===== src/rtl/chnl_rx.sv =====
`default_nettype none
// ============================================================================
//  Module      : chnl_rx
//  Description : Buffered Riffa CHNL receiver. Accepts host-to-FPGA
//                transactions, buffers PCIe beats in a FIFO, and unpacks
//                them into RX_WIDTH-bit words on a val/rdy stream.
//                Optional macro CHNL_RX_STATS_EN adds transfer/word counters.
//  Revision    : 1.0 - initial release
// ============================================================================
module chnl_rx #(
    parameter int C_PCI_DATA_WIDTH = 32,
    parameter int RX_WIDTH         = 32,
    parameter int FIFO_AW          = 4
) (
    input  logic                        clk,
    input  logic                        rst,
    output logic                        CHNL_RX_CLK,
    input  logic                        CHNL_RX,
    output logic                        CHNL_RX_ACK,
    input  logic                        CHNL_RX_LAST,
    input  logic [31:0]                 CHNL_RX_LEN,
    input  logic [30:0]                 CHNL_RX_OFF,
    input  logic [C_PCI_DATA_WIDTH-1:0] CHNL_RX_DATA,
    input  logic                        CHNL_RX_DATA_VALID,
    output logic                        CHNL_RX_DATA_REN,
    output logic                        o_val,
    input  logic                        o_rdy,
    output logic [RX_WIDTH-1:0]         o_data,
`ifdef CHNL_RX_STATS_EN
    output logic [31:0]                 o_rx_xfers,
    output logic [31:0]                 o_rx_words,
`endif
    output logic                        o_err
);

    localparam int c_BEAT_WORDS = C_PCI_DATA_WIDTH / 32;
    localparam int c_RX_WORDS   = RX_WIDTH / 32;
    localparam int c_BUF_WORDS  = c_RX_WORDS + c_BEAT_WORDS;
    localparam int c_BUF_BITS   = c_BUF_WORDS * 32;
    localparam int c_CW         = $clog2(c_BEAT_WORDS + 1);
    localparam int c_BCW        = $clog2(c_BUF_WORDS + 1);
    localparam int c_BCW1       = c_BCW + 1;
    localparam int c_FCW        = FIFO_AW + 1;
    localparam int c_DEPTH      = 1 << FIFO_AW;

    localparam logic [31:0]      c_BEAT_WORDS32 = 32'(c_BEAT_WORDS);
    localparam logic [c_BCW-1:0] c_RX_CNT       = c_BCW'(c_RX_WORDS);
    localparam logic [c_BCW:0]   c_BUF_CNT      = c_BCW1'(c_BUF_WORDS);
    localparam logic [FIFO_AW:0] c_FULL_CNT     = c_FCW'(c_DEPTH);

    typedef enum logic [1:0] {
        S_IDLE = 2'd0,
        S_ACK  = 2'd1,
        S_RECV = 2'd2,
        S_WAIT = 2'd3
    } state_t;

    // Transaction FSM state
    state_t      r_state;
    logic        r_ack;
    logic [31:0] r_beats;
    logic [31:0] r_words;
    logic        r_tag;

    // FIFO storage: beat, valid-word count, last-beat flag, transaction tag
    logic [C_PCI_DATA_WIDTH-1:0] r_mem_data [c_DEPTH];
    logic [c_CW-1:0]             r_mem_cnt  [c_DEPTH];
    logic                        r_mem_last [c_DEPTH];
    logic                        r_mem_tag  [c_DEPTH];
    logic [FIFO_AW-1:0]          r_wptr;
    logic [FIFO_AW-1:0]          r_rptr;
    logic [FIFO_AW:0]            r_fcount;

    // Unpacker staging buffer and output register
    logic [c_BUF_BITS-1:0] r_buf;
    logic [c_BCW-1:0]      r_bcnt;
    logic                  r_eot;
    logic                  r_btag;
    logic                  r_oval;
    logic [RX_WIDTH-1:0]   r_odata;
    logic                  r_err;

    logic [31:0]                 w_req_beats;
    logic [c_CW-1:0]             w_beat_cnt;
    logic                        w_full;
    logic                        w_wr;
    logic                        w_abort;
    logic                        w_fifo_empty;
    logic [C_PCI_DATA_WIDTH-1:0] w_head_data;
    logic [c_CW-1:0]             w_head_cnt;
    logic                        w_head_last;
    logic                        w_head_tag;
    logic [C_PCI_DATA_WIDTH-1:0] w_head_masked;
    logic                        w_emit;
    logic [c_BCW-1:0]            w_bcnt_e;
    logic [c_BUF_BITS-1:0]       w_buf_e;
    logic                        w_tag_new;
    logic                        w_disc;
    logic [c_BCW-1:0]            w_base_cnt;
    logic [c_BUF_BITS-1:0]       w_base_buf;
    logic [c_BCW:0]              w_fill;
    logic                        w_pop;
    logic                        w_flush;
    logic [c_BUF_BITS-1:0]       w_app_buf;
    logic                        w_unused_ok;

    assign CHNL_RX_CLK = clk;
    assign w_unused_ok = &{1'b0, CHNL_RX_LAST, CHNL_RX_OFF};

    // ceil(LEN/W) without overflow; last beat carries whatever words remain
    assign w_req_beats = (CHNL_RX_LEN / c_BEAT_WORDS32)
                       + {31'd0, (CHNL_RX_LEN % c_BEAT_WORDS32) != 32'd0};
    assign w_beat_cnt  = (r_words >= c_BEAT_WORDS32) ? c_CW'(c_BEAT_WORDS)
                                                     : r_words[c_CW-1:0];

    assign w_full           = (r_fcount == c_FULL_CNT);
    assign CHNL_RX_DATA_REN = (r_state == S_RECV) && !w_full;
    assign w_wr             = CHNL_RX_DATA_REN && CHNL_RX_DATA_VALID;
    assign w_abort          = (r_state == S_RECV) && !w_wr && !CHNL_RX && !CHNL_RX_DATA_VALID;
    assign CHNL_RX_ACK      = r_ack;

    // Request handshake, beat counting and early-termination detection
    always_ff @(posedge clk) begin
        if (rst) begin
            r_state <= S_IDLE;
            r_ack   <= 1'b0;
            r_beats <= 32'd0;
            r_words <= 32'd0;
            r_tag   <= 1'b0;
        end else begin
            r_ack <= 1'b0;
            case (r_state)
                S_IDLE: begin
                    if (CHNL_RX) begin
                        r_words <= CHNL_RX_LEN;
                        r_beats <= w_req_beats;
                        r_ack   <= 1'b1;
                        r_state <= S_ACK;
                    end
                end
                S_ACK: begin
                    r_tag   <= ~r_tag;
                    r_state <= (r_beats == 32'd0) ? S_WAIT : S_RECV;
                end
                S_RECV: begin
                    if (w_wr) begin
                        r_beats <= r_beats - 32'd1;
                        r_words <= r_words - 32'(w_beat_cnt);
                        if (r_beats == 32'd1) r_state <= S_WAIT;
                    end else if (w_abort) begin
                        r_state <= S_WAIT;
                    end
                end
                S_WAIT: begin
                    if (!CHNL_RX) r_state <= S_IDLE;
                end
                default: r_state <= S_IDLE;
            endcase
        end
    end

    // FIFO storage writes; contents need no reset since occupancy is tracked
    always_ff @(posedge clk) begin
        if (w_wr) begin
            r_mem_data[r_wptr] <= CHNL_RX_DATA;
            r_mem_cnt[r_wptr]  <= w_beat_cnt;
            r_mem_last[r_wptr] <= (r_beats == 32'd1);
            r_mem_tag[r_wptr]  <= r_tag;
        end
    end

    // FIFO pointers and occupancy
    always_ff @(posedge clk) begin
        if (rst) begin
            r_wptr   <= '0;
            r_rptr   <= '0;
            r_fcount <= '0;
        end else begin
            if (w_wr)  r_wptr <= r_wptr + 1'b1;
            if (w_pop) r_rptr <= r_rptr + 1'b1;
            case ({w_wr, w_pop})
                2'b10:   r_fcount <= r_fcount + 1'b1;
                2'b01:   r_fcount <= r_fcount - 1'b1;
                default: r_fcount <= r_fcount;
            endcase
        end
    end

    assign w_fifo_empty = (r_fcount == '0);
    assign w_head_data  = r_mem_data[r_rptr];
    assign w_head_cnt   = r_mem_cnt[r_rptr];
    assign w_head_last  = r_mem_last[r_rptr];
    assign w_head_tag   = r_mem_tag[r_rptr];

    // Zero the words past the beat's valid count so they never reach o_data
    always_comb begin
        w_head_masked = '0;
        for (int i = 0; i < c_BEAT_WORDS; i++) begin
            if (i < int'(w_head_cnt)) w_head_masked[i*32 +: 32] = w_head_data[i*32 +: 32];
        end
    end

    // A full output word leaves the buffer whenever the output register is free.
    // A buffered partial word from an older transaction is dropped when the
    // next transaction's first beat arrives; a full word is never dropped.
    assign w_emit     = (r_bcnt >= c_RX_CNT) && (!r_oval || o_rdy);
    assign w_bcnt_e   = w_emit ? (r_bcnt - c_RX_CNT) : r_bcnt;
    assign w_buf_e    = w_emit ? (r_buf >> RX_WIDTH) : r_buf;
    assign w_tag_new  = (w_head_tag != r_btag);
    assign w_disc     = w_tag_new && (w_bcnt_e != '0);
    assign w_base_cnt = w_disc ? '0 : w_bcnt_e;
    assign w_base_buf = w_disc ? '0 : w_buf_e;
    assign w_fill     = {1'b0, w_base_cnt} + c_BCW1'(w_head_cnt);
    assign w_pop      = !w_fifo_empty && !r_eot
                     && !(w_tag_new && (w_bcnt_e >= c_RX_CNT))
                     && (w_fill <= c_BUF_CNT);
    assign w_flush    = r_eot && (w_bcnt_e < c_RX_CNT);
    assign w_app_buf  = w_base_buf | (c_BUF_BITS'(w_head_masked) << {w_base_cnt, 5'd0});

    // Unpacker: append popped beats, emit assembled words, flush at end of transaction
    always_ff @(posedge clk) begin
        if (rst) begin
            r_buf   <= '0;
            r_bcnt  <= '0;
            r_eot   <= 1'b0;
            r_btag  <= 1'b0;
            r_oval  <= 1'b0;
            r_odata <= '0;
        end else begin
            if (w_emit) begin
                r_odata <= r_buf[RX_WIDTH-1:0];
                r_oval  <= 1'b1;
            end else if (o_rdy) begin
                r_oval  <= 1'b0;
            end

            if (w_flush) begin
                r_buf  <= '0;
                r_bcnt <= '0;
                r_eot  <= 1'b0;
            end else if (w_pop) begin
                r_buf  <= w_app_buf;
                r_bcnt <= w_fill[c_BCW-1:0];
                r_eot  <= w_head_last;
                r_btag <= w_head_tag;
            end else begin
                r_buf  <= w_buf_e;
                r_bcnt <= w_bcnt_e;
            end
        end
    end

    // Sticky error: early termination or a discarded partial word
    always_ff @(posedge clk) begin
        if (rst) r_err <= 1'b0;
        else     r_err <= r_err | w_abort | (w_pop && w_disc) | (w_flush && (w_bcnt_e != '0));
    end

    assign o_val  = r_oval;
    assign o_data = r_odata;
    assign o_err  = r_err;

`ifdef CHNL_RX_STATS_EN
    logic [31:0] r_rx_xfers;
    logic [31:0] r_rx_words;

    // Transfer and word counters, wrapping at 2^32
    always_ff @(posedge clk) begin
        if (rst) begin
            r_rx_xfers <= 32'd0;
            r_rx_words <= 32'd0;
        end else begin
            if (r_state == S_ACK) r_rx_xfers <= r_rx_xfers + 32'd1;
            if (w_wr)             r_rx_words <= r_rx_words + 32'(w_beat_cnt);
        end
    end

    assign o_rx_xfers = r_rx_xfers;
    assign o_rx_words = r_rx_words;
`endif

endmodule
`default_nettype wire


===== config.mk =====
export PLATFORM = sky130hd
export DESIGN_NAME = chnl_rx
export DESIGN_NICKNAME = d
export VERILOG_FILES = /design/src/rtl/chnl_rx.sv
export SDC_FILE = /design/constraint.sdc
export NUM_CORES = 1
export LEC_CHECK = 0
export BUFFER_PORTS_ARGS = -buffer_cell sky130_fd_sc_hd__buf_4
export CAP_MARGIN = 30
export CORE_MARGIN = 10
export CORE_UTILIZATION = 60
export CTS_CLUSTER_SIZE = 10
export DETAILED_ROUTE_END_ITERATION = 6
export GPL_ROUTABILITY_DRIVEN = 0
export PLACE_DENSITY = 0.75
export SLEW_MARGIN = 10
export SYNTH_ARGS = -nofsm -noshare
export SYNTH_HDL_FRONTEND = slang
export SYNTH_SLANG_ARGS = --single-unit
export TNS_END_PERCENT = 20

===== constraint.sdc =====
create_clock -name clk -period 14.65 [get_ports clk]
set_input_delay 2.1975 -clock clk [delete_from_list [all_inputs] [get_ports clk]]
set_output_delay 2.1975 -clock clk [all_outputs]
set_load 0.05 [all_outputs]

Word-level counts from Yosys, hierarchy flattened
Memories as Yosys holds them, arrays and structs flattened. A register that Yosys moved wholly into a read port is not among the register bits.
Index checks and enable logic that the tools add are counted.
W data, S select, Z words.
- flip-flop bits (word level): 182
- latch bits: 0
- bits in writable memories: 560
- bits in read-only memories: 0
- input bits: 101
- memories: 4
- add/subtract/negate cells: 8
- multiply operators: 0
- divide/modulo/power cells: 0
- $lt $le $gt $ge: 6
- eq/ne operators: 13
- shift operators: 1
- multiplexer cells: 32
- bitwise logic cells: 7
- reduce and logical (&&, ||, !) cells: 35
- memories (memory ; words ; bits a word ; rd ports ; clocked after Yosys merged registers in ; write ports ; line ; RTL):
    r_mem_data ; 16 ; 32 ; 1 ; 1 ; 1 ; 66 ; logic [C_PCI_DATA_WIDTH-1:0] r_mem_data [c_DEPTH];
    r_mem_cnt ; 16 ; 1 ; 1 ; 1 ; 1 ; 67 ; logic [c_CW-1:0] r_mem_cnt [c_DEPTH];
    r_mem_last ; 16 ; 1 ; 1 ; 1 ; 1 ; 68 ; logic r_mem_last [c_DEPTH];
    r_mem_tag ; 16 ; 1 ; 1 ; 1 ; 1 ; 69 ; logic r_mem_tag [c_DEPTH];
- operators by type and width (cell ; count):
    $mux W64 ; 3
    $mux W32 ; 4
    $pmux W32 S2 ; 2
    $or A64 B64 Y64 ; 1
    $shl A32 B7 Y64 ; 1
    $eq A32 B1 Y1 const B ; 1
    $ge A32 B1 Y1 const B ; 1
    $logic_not A32 Y1 ; 1
    $sub A32 B1 Y32 ; 1
    $sub A32 B1 Y32 const B ; 1
    $mux W4 ; 6
    $mux W2 ; 8
    $logic_and A1 B1 Y1 ; 14
    $pmux W5 S2 ; 1
    $add A4 B1 Y4 const B ; 2
    $logic_not A1 Y1 ; 8
    $pmux W2 S4 ; 1
    $reduce_bool A2 Y1 ; 4
    $mux W1 ; 7
    $eq A2 B2 Y1 const B ; 3
    $ne A2 B2 Y1 const B ; 3
    $add A5 B1 Y5 const B ; 1
    $eq A5 B5 Y1 const B ; 1
    $logic_not A5 Y1 ; 1
    other kinds (19) ; 26

Depth between registers and ports, before layout
Gate-level depths: netlist of the first run.
- depth after elaboration: 13
- mapped depth: 23
- gate-level depth less buffers: 20

==> results of run 1 <==
per-layer routing:
layer | global-route usage | vias up | wire, um
met2 | 0.3812 | 834 | 34270
met5 | 0 | - | 14
met3 | 0.06783 | 140 | 6678
met1 | 0.3194 | 8845 | 27960
li1 | - | 7612 | -
met4 | 0.07397 | 2 | 1905
power by group through the flow:
| stage | Combinational, mW | Clock [mW] | Sequential, mW |
|---|---|---|---|
| after floorplan | 0.800 | 0.0147 | 2.54 |
| after global placement | 1.06 | 0.0147 | 2.55 |
| after detailed placement | 1.09 | 0.0147 | 2.55 |
| after CTS | 1.10 | 1.93 | 2.51 |
| after global routing | 1.24 | 2.01 | 2.53 |
| final | 1.13 | 1.90 | 2.51 |
kinds of logic after synthesis:
family | count (synthesis)
adder cells (fa/ha/maj) | 21
AO/OA/AOI/OAI | 319
XOR/XNOR | 10
buffers and inverters | 146
multiplexers | 215
AND/OR/NAND/NOR | 408
flip-flops | 747
per-stage QoR:
stage	total power, mW	util	hold slack [ns]	setup WS (ns)	cell area (um^2)
floorplan	3.350	-	0.4313	4.960	30000
global placement	3.616	0.6419	0.4428	4.960	31550
detailed placement	3.657	0.6433	0.4463	4.960	31620
CTS	5.539	0.6922	0.4545	4.701	34020
global route	5.772	0.6938	0.4702	4.699	34100
finish	5.544	0.6938	0.4537	4.704	34100
placed cells by master (no fill, tap or decap), drive strengths merged, types with 33 or more instances in the layout:
cell / n
edfxtp: 560
mux4: 172
o22ai: 42
o2bb2ai: 33
nor2: 88
buf: 150
a21oi: 98
dfxtp: 187
o21ai: 44
mux2i: 40
nand2: 163
clkbuf: 115
registers in the layout, summed over array words and instances, names as in the netlist, named ones only:
name         flops
r_eot            1
r_mem_cnt       16
r_btag           1
r_beats         32
r_mem_last      16
r_buf           64
r_mem_data     512
r_mem_tag       16
r_fcount         5
r_rptr           4
r_wptr           4
o_err            1
r_tag            1
o_data          32
r_state          2
CHNL_RX_ACK      1
r_bcnt           2
r_words         32
o_val            1
worst max-delay path: cells and delay by family:
kind	cells	cell delay, ns
buffers and inverters	3	0.43
final timing paths:
path / start / to / slack [ns] / cells after the start
worst min register to register: o_data[10]$_SDFFE_PP0P_ / o_data[10]$_SDFFE_PP0P_ / 0.45 / 2
worst min-delay path: o_data[10]$_SDFFE_PP0P_ / o_data[10]$_SDFFE_PP0P_ / 0.45 / 2
worst max register to register: flop / r_fcount[4]$_SDFFE_PP0P_ / 8.21 / 20
worst max-delay path: clk / CHNL_RX_CLK / 4.70 / 3
area by class of cell:
class                      instances  share of cell area
clock buffer                     116             0.06901
antenna                            1          0.00007338
timing repair buffer             149             0.03544
clock inverter                     6            0.001724
tap                              664             0.02436
sequential                       747              0.6032
multi-input combinational        973              0.2635
inverter                          24            0.002642
==> metrics.md, run 1 <==
| Metric | Value |
|---|---|
| Status | complete, no violations |
| # Post-CTS Setup Buffers | 0 |
| Post-synthesis mux area share | 0.1436 |
| Share of layout cells above drive strength 1 | 0.2432 |
| Number of synthesized flops with an enable pin | 560 |
| I/O Pins | 138 |
| Area delta synth->final | 13.69% |
| Storage element area | 20,570 um^2 |
| Avg Inst Size Synth | 16.08 um^2 |
| Asr flop ratio synth | 0 |
| Seq pwr share | 0.453 |
| Placed Cells | 2,554 |
| Net switching share of the total power | 0.2935 |
| Crit path top cell by count | clkbuf_16 |
| Wirelength per Cell | 26.43 um |
| CTS Hold Buffers Added | 0 |
| Synth area leaders | edfxtp_1, mux4_2, dfxtp_1 |
| Pleak | 10.92 nW |
| Core Footprint | 49,150 um^2 |
| Mapped cell area | 30,000 um^2 |
| RSZ-0062 raised after global routing | false |
| P_int | 3.916 mW |
| Largest family of logic cells by synthesized area | multiplexers |
| Worst setup path category | clock port to output port |
| Cts repair resizes | 0 |
| Chain of cells forming the critical path | clkbuf_16 -> clkbuf_16 -> buf_4 |
| Via count | 17,430 |
| Combinational cell fraction of total power | 0.204 |
| Fin cells | 2,680 |
| Largest net degree at the start of global routing | 98 |
| DRC viols | 0 |
| Cell type with the highest aggregate area in the netlist | edfxtp_1 |
| Crit-path slowest cell | buf_4 |
| DP Wirelength | 39,590 um |
| Initial antenna violation count | 3 |
| Number of global-route vias before repair | between 15,000 and 20,000 |
| Top_reg_cell synth | edfxtp_1 |
| Std-Cell Rows | 81 |
| Sequential-to-total area share from yosys stat | 0.6854 |
| # setup viols final | 0 |
| CTS tree | done |
| Post-synthesis cell type count | 68 |
| Least-Margin Pin Slew | 0.9895 ns |
| Cell Pwr Density | 162.6 nW/um^2 |
| Synth Area in Simple Gates | 0.06440 |
| Max cap viols | 0 |
| Synth top cells by count | edfxtp_1, dfxtp_1, mux4_2 |
| VDD IR max | roughly 0.11 mV |
| Compound-gate portion of the synthesized area | 0.07479 |
| First-pass GRT wire length | 108,300 um |
| Die width | 243.6 um |
| Hold Path Class | flop to flop |
| Slew headroom | 0.3396 |
| Crit path DAT | 7.75 ns |
| Post-DR vias/cell | 6.505 |
| Synth top area share | 0.5606 |
| Fraction of the mapped netlist area in adder cells | 0.009010 |
| Skew final | 0.02211 ns |
| Gr usage total | 0.2402 |
| Cell count after synthesis | 1,866 |
| DRT Wirelength | 70,830 um |
| Clock-pin slew on the worst setup and hold paths | roughly 0.050 ns |
| Crit path required time | 12.45 ns |
| XOR/XNOR Fraction of Synth Area | 0.003170 |
| Most frequent cell after synthesis | edfxtp_1 |
| Final Hold Fails | 0 |
| Clk network pwr share | 0.343 |
| Remaining global-route overflow | 0 |
| Die area | 59,340 um^2 |
| Mapped Nets | approximately 2,000 |
| Final slew viol count | 0 |
| Initial drt markers | 2,091 |
| Setup TNS | 0 ns |
| Multi-input gate area | 8987 um^2 |
| Net Sw Power | about 1.6 mW |
| Max Fanout on Critical Path | 2 |
| Clock latency on the worst-skew pair | 0.73 ns |
| Initial Util | 0.6103 |
| CP peak stage delay | roughly 0.18 ns |
| CP Launch Type | clock port |
| Synth warnings | 0 |
| Die span in y | 243.6 um |
| Pre-Repair DR Iteration Count | 6 |
| Post-DRT Antenna Nets | 0 |
| Synthesized flop and latch total | 747 |
| Nets | between 2,000 and 2,500 |
| Setup crit end kind | output port |
| Fillers | 3,088 |
| Port Buffer Count | 105 |
(Power assumes the default switching activity.)
==> run 2, diff against run 1 <==
==> constraint.sdc (replaced) <==
create_clock -name clk -period 9.87 [get_ports clk]
set_input_delay 1.4805 -clock clk [delete_from_list [all_inputs] [get_ports clk]]
set_output_delay 1.4805 -clock clk [all_outputs]
set_load 0.05 [all_outputs]
==> run 2 against run 1 <==
Effect of this change:
- die area unchanged
- wire length rose by 3.6%
- final cell count up 0.34%
- clock-buffer cell count up 6
- global-route usage rose by 0.83 points
- flip-flop and latch count unchanged
- register-to-register slack worse by 4.3 ns
- sequential share of layout area down 0.15 points
- worst hold slack worse by 0.0069 ns
- sequential power grew 49%
- critical endpoint unchanged
- highest routed layer is now met4
==> metrics.md, run 2 (synthesis gave the netlist of run 1 again) <==
| Metric | Value |
|---|---|
| RSZ-0062 raised after global routing | false |
| Max FFs per register | 512 (unchanged) |
| Post-DR vias/cell | 6.579 (+1.1%) |
| Area delta synth->final | 13.98% |
| Post-DRT Antenna Nets | 0 (unchanged) |
| Clock-pin slew on the worst setup and hold paths | 0.05 ns (about the same) |
| Remaining global-route overflow | 0 (unchanged) |
| Max Fanout on Critical Path | 2 (unchanged) |
| Die span in y | 243.6 um (unchanged) |
| Leading cell type in the layout, fill and taps excluded | edfxtp_1 |
| Max cap viols | 0 (unchanged) |
| Wirelength per Cell | 27.30 um (+3.3%) |
| Port Buffer Count | 105 (unchanged) |
| Die area | 59,340 um^2 (unchanged) |
| Met3 GRT Util | 0.05252 (-0.01532) |
| CP Launch Type | clock port |
| Via count | 17,690 (+1.5%) |
| I/O Pins | 138 (unchanged) |
| Setup crit end kind | output port |
| GRT met1 Usage | 0.3385 (+0.01913) |
| Number of global-route vias before repair | 17,720 (+1.6%) |
| GRT Max-Usage Layer | met2 |
| DRT Wirelength | 73,400 um (+3.6%) |
| Crit path DAT | 5.36 ns (-2.39 ns) |
| Worst setup path category | clock port to output port |
| Most flop-heavy register | r_mem_data |
| VDD IR max | 0.1685 mV (+50%) |
| Crit path required time | 8.39 ns (-4.06 ns) |
| Pre-Repair DR Iteration Count | 5 (-1) |
| Most frequent cells in the layout | edfxtp_1, dfxtp_1, mux4_2 |
| Cell Pwr Density | 242.4 nW/um^2 (+49%) |
| Std-Cell Rows | 81 (unchanged) |
| Status | complete, no violations |
| Nets | 2,108 (+0.095%) |
| Initial Util | 0.6103 (unchanged) |
| Pleak | 10.96 nW (+0.34%) |
| Critical Path Start | clk |
| Core Footprint | 49,150 um^2 (unchanged) |
| Final hold slack | 0.4467 ns (-0.006944 ns) |
| Biggest regs | r_mem_data x512, r_buf x64 |
| Final slew viol count | 0 (unchanged) |
| HP Start | r_buf[10]$_SDFF_PP0_ |
| Clock latency on the worst-skew pair | 0.74 ns (about the same) |
| Skew final | 0.02082 ns (-0.001292 ns) |
| Initial drt markers | 2,122 (+1.5%) |
| Hold Path Class | flop to flop |
| Placed cell areas | 31,630 um^2 (about the same) |
| Largest net degree at the start of global routing | 84 (-14%) |
| # setup viols final | 0 (unchanged) |
| Gr usage total | 0.2485 (+0.008269) |
| Initial antenna violation count | 1 (-2) |
| DP Wirelength | 40,050 um (+1.1%) |
| CTS Hold Buffers Added | 0 (unchanged) |
| Cts repair resizes | 0 (unchanged) |
| Share of layout cells above drive strength 1 | 0.2441 (+0.0008950) |
| M2 GR Usage | 0.4023 (+0.02103) |
| Final Hold Fails | 0 (unchanged) |
| First-pass GRT wire length | 112,200 um (+3.5%) |
| Slew headroom | 0.4161 (+0.07646) |
| # Post-CTS Setup Buffers | 0 (unchanged) |
| CTS tree | done |
| DRC viols | 0 (unchanged) |
| Least-Margin Pin Slew | 0.8759 ns (-0.1136 ns) |
| Die width | 243.6 um (unchanged) |
| R2R setup slack | 3.93 ns (-4.28 ns) |
| Final Cell Area | 34,190 um^2 (+0.26%) |
| Setup TNS | 0 ns (unchanged) |
[run 2: cell count changes in the layout (fill, tap and decap cells not counted), sizes merged]
cell	before	now
inv	25	26
clkbuf	115	121
buf	150	152
[run 2: cell type report]
class                           instances  area [um^2]
Inverter                               24        90.09
Tap cell                              664        830.8
Sequential cell                       747        20570
Fill cell                            3122        14960
Timing Repair Buffer                  151         1241
Clock inverter                          7        102.6
Clock buffer                          122         2365
Antenna cell                            1        2.502
Multi-Input combinational cell        973         8987
[run 2: routing by layer]
metal | up-vias | part of all wire
met2 | 925 | 0.49
met1 | 9024 | 0.40
met5 | - | 0
li1 | 7619 | -
met3 | 122 | 0.082
met4 | 0 | 0.024
[run 2: critical path, stage by stage]
cell and delay (ns):
clkbuf_16 0.12, clkbuf_16 0.13, buf_4 0.18
[run 2: worst paths after layout]
| check | end | cells past startpoint |
|---|---|---|
| max | CHNL_RX_CLK | 3 |
| min | o_data[10]$_SDFFE_PP0P_ | 2 |
| min reg2reg | o_data[10]$_SDFFE_PP0P_ | 2 |
| max reg2reg | r_fcount[4]$_SDFFE_PP0P_ | 18 |
[run 2: power by group]
part / switching (mW) / total (mW) / internal (mW)
registers: 0.169 / 3.73 / 3.56
clock network: 1.21 / 2.86 / 1.66
logic: 1.09 / 1.69 / 0.608
[run 2: per-stage QoR]
| stage | utilization | worst slack [ns] | power [mW] | instances |
|---|---|---|---|---|
| floorplan | - | 3.287 | 4.973 | 1866 |
| global placement | 0.6421 | 3.287 | 5.367 | 2552 |
| detailed placement | 0.6436 | 3.287 | 5.438 | 2555 |
| CTS | 0.6936 | 3.028 | 8.278 | 2683 |
| global route | 0.6956 | 3.026 | 8.635 | 2689 |
| finish | 0.6956 | 3.031 | 8.287 | 2689 |
==> run 3, diff against run 2 <==
--- a/config.mk
+++ b/config.mk
@@ -8,11 +8,11 @@
 export BUFFER_PORTS_ARGS = -buffer_cell sky130_fd_sc_hd__buf_4
 export CAP_MARGIN = 30
 export CORE_MARGIN = 10
-export CORE_UTILIZATION = 60
+export CORE_UTILIZATION = 55
 export CTS_CLUSTER_SIZE = 10
 export DETAILED_ROUTE_END_ITERATION = 6
 export GPL_ROUTABILITY_DRIVEN = 0
-export PLACE_DENSITY = 0.75
+export PLACE_DENSITY = 0.72
 export SLEW_MARGIN = 10
 export SYNTH_ARGS = -nofsm -noshare
 export SYNTH_HDL_FRONTEND = slang
==> constraint.sdc (replaced) <==
create_clock -name clk -period 5.8 [get_ports clk]
set_input_delay 0.87 -clock clk [delete_from_list [all_inputs] [get_ports clk]]
set_output_delay 0.87 -clock clk [all_outputs]
set_load 0.05 [all_outputs]
==> run 3 against run 2 <==
Effect of this change:
- wire length decreased by 4.9%
- worst setup slack worse by 2.4 ns
- via count fell by 1.8%
- total power increased by 70%
- core utilization down 6.1 points
- first-iteration DRC count down 25%
- flip-flop and latch count unchanged
- worst hold slack lost 0.038 ns
- sequential share of layout area fell by 0.090 points
==> metrics.md, run 3 (synthesis gave the netlist of run 1 again) <==
| Metric | Value |
|---|---|
| Gr usage total | 0.2222 (-0.02626) |
| Reg2Reg Depth | 19 (+1) |
| Setup crit end kind | flop |
| Area delta synth->final | 14.15% |
| Initial antenna violation count | 5 (+4) |
| Port Buffer Count | 105 (unchanged) |
| Die span in y | 253.5 um (+4.1%) |
| Core Util, Final | 0.6350 (-0.06054) |
| Post-DRT Antenna Nets | 0 (unchanged) |
| Post-DR vias/cell | 6.401 (-2.7%) |
| Clock latency on the worst-skew pair | 0.74 ns (about the same) |
| Pleak | 10.96 nW (about the same) |
| Cell Pwr Density | 410.5 nW/um^2 (+69%) |
| Maximum clock frequency | between 150 and 200 MHz |
| Crit path DAT | 5.82 ns (+0.46 ns) |
| Net switching share of the total power | 0.2961 (-0.0009650) |
| Overall Power | 14.05 mW (+70%) |
| Worst R2R End | r_fcount[4]$_SDFFE_PP0P_ |
| Initial drt markers | 1,590 (-25%) |
| Max cap viols | 0 (unchanged) |
| Max FFs per register | 512 (unchanged) |
| Leading cell type in the layout, fill and taps excluded | edfxtp_1 |
| Least-Margin Pin Slew | 0.9458 ns (+0.06995 ns) |
| Core Footprint | 53,920 um^2 (+9.7%) |
| Setup TNS | 0 ns (unchanged) |
| Worst setup path category | flop to flop |
| Wirelength per Cell | 25.72 um (-5.8%) |
| VDD IR max | 0.2623 mV (+56%) |
| Final slew viol count | 0 (unchanged) |
| First-pass GRT wire length | 107,700 um (-4.0%) |
| Seq pwr share | 0.451 (about the same) |
| Most frequent cells in the layout | edfxtp_1, dfxtp_1, mux4_2 |
| Final Hold Fails | 0 (unchanged) |
| Std-Cell Rows | 85 (+4.9%) |
| Largest net degree at the start of global routing | 98 (+17%) |
| Biggest regs | r_mem_data x512, r_buf x64 |
| Status | complete, no violations |
| Number of global-route vias before repair | 17,610 (-0.62%) |
| Skew final | 0.02161 ns (+0.0007900 ns) |
| Nets | 2,111 (+0.14%) |
| DRC viols | 0 (unchanged) |
| P_int | 9.892 mW (+70%) |
| DP Wirelength | 40,310 um (+0.67%) |
| Max Fanout on Critical Path | 16 (+14) |
| Slew headroom | 0.3679 (-0.04813) |
| Remaining global-route overflow | 0 (unchanged) |
| Initial Util | 0.5563 (-0.05395) |
| I/O Pins | 138 (unchanged) |
| CP Launch Type | flop |
| Most flop-heavy register | r_mem_data |
| Clk network pwr share | 0.343 (-0.003) |
| Tcrit/Tclk final | 0.8945 |
| Fillers | 3,749 (+20%) |
| Hold Path Class | primary input to flop |
| Crit path required time | 6.43 ns (-1.96 ns) |
| Hold Crit Depth | 1 (-1) |
| # setup viols final | 0 (unchanged) |
| Pre-Repair DR Iteration Count | 5 (unchanged) |
| HP Start | CHNL_RX_DATA[30] |
| Hold worst-path end | r_mem_data[12][30]$_DFFE_PP_ |
| R2R setup slack | 0.61 ns (-3.32 ns) |
| RSZ-0062 raised after global routing | false |
| Die area | 64,280 um^2 (+8.3%) |
| CTS tree | done |
| Min Tclk post-route | between 5 and 6 ns |
| Die width | 253.5 um (+4.1%) |
| Share of layout cells above drive strength 1 | 0.2459 (+0.001839) |
| Combinational cell fraction of total power | 0.206 (+0.002) |
| DRT Wirelength | 69,830 um (-4.9%) |
| Clock-pin slew on the worst setup and hold paths | 0.05 ns (about the same) |
| Net Sw Power | 4.162 mW (+69%) |
| Via count | 17,380 (-1.8%) |
run 3: power groups by stage:
| stage | clock network, mW | logic (mW) | registers [mW] |
|---|---|---|---|
| global placement | 0.0372 | 2.71 | 6.41 |
| CTS | 4.90 | 2.83 | 6.33 |
| finish | 4.82 | 2.90 | 6.34 |
| global route | 5.10 | 3.18 | 6.38 |
| detailed placement | 0.0372 | 2.80 | 6.43 |
| floorplan | 0.0372 | 2.02 | 6.41 |
run 3: critical path, cell delays in order (launching register included):
cell and delay [ns]:
dfxtp_2 0.70, mux4_2 0.40, mux4_2 0.54, xnor2_2 0.20
nor2b_1 0.17, ha_1 0.19, inv_1 0.05, ha_1 0.30
a21oi_1 0.09, a211oi_2 0.34, o21a_1 0.41, ha_1 0.31
inv_1 0.10, fa_1 0.39, nor2b_1 0.17, o21ai_0 0.13
and3_1 0.21, nor3_1 0.18, xnor2_1 0.14, nor2_1 0.05
run 3: worst max-delay path by stage:
stage                                          end  cells past startpoint               startpoint
after CTS                 r_fcount[4]$_SDFFE_PP0P_                     19                     flop
final                     r_fcount[4]$_SDFFE_PP0P_                     19                     flop
after global routing      r_fcount[4]$_SDFFE_PP0P_                     19                     flop
after floorplan             r_mem_cnt[3]$_DFFE_PP_                      9  r_state[0]$_SDFFE_PP0P_
after detailed placement  r_fcount[4]$_SDFFE_PP0P_                     19                     flop
after global placement    r_fcount[4]$_SDFFE_PP0P_                     19                     flop
run 3: stage by stage:
| step | hold slack [ns] | cells | setup WS, ns | instance area, um^2 |
|---|---|---|---|---|
| floorplan | 0.4313 | 1866 | 0.4019 | 30000 |
| global placement | 0.4451 | 2587 | 0.6867 | 31620 |
| detailed placement | 0.4497 | 2590 | 0.4626 | 31700 |
| CTS | 0.3688 | 2708 | 0.4535 | 34120 |
| global route | 0.4011 | 2715 | 0.2025 | 34240 |
| finish | 0.4088 | 2715 | 0.6121 | 34240 |
run 3: what timing repair did:
action                                  in CTS  in global routing
gates resized for setup                      0                  1
endpoints found under the setup margin       0                  1
setup buffers                                0                  0
hold buffers                                 0                  0
run 3: area by class of cell:
type / instances / area, um^2 / share of cell area
multi-input combinational: 973 / 8992 / 0.2626
clock buffer: 113 / 2321 / 0.06779
inverter: 24 / 90.09 / 0.002631
tap: 696 / 870.8 / 0.02543
clock inverter: 6 / 110.1 / 0.003216
sequential: 747 / 20570 / 0.6007
antenna: 2 / 5.005 / 0.0001462
timing repair buffer: 154 / 1281 / 0.03742
run 3: routing by layer:
| metal | track usage | share of wire | vias up |
|---|---|---|---|
| li1 | - | - | 7628 |
| met1 | 0.2993 | 0.41 | 8931 |
| met2 | 0.3447 | 0.48 | 673 |
| met3 | 0.05465 | 0.083 | 142 |
| met4 | 0.08792 | 0.029 | 6 |
| met5 | 0 | 0.00056 | - |
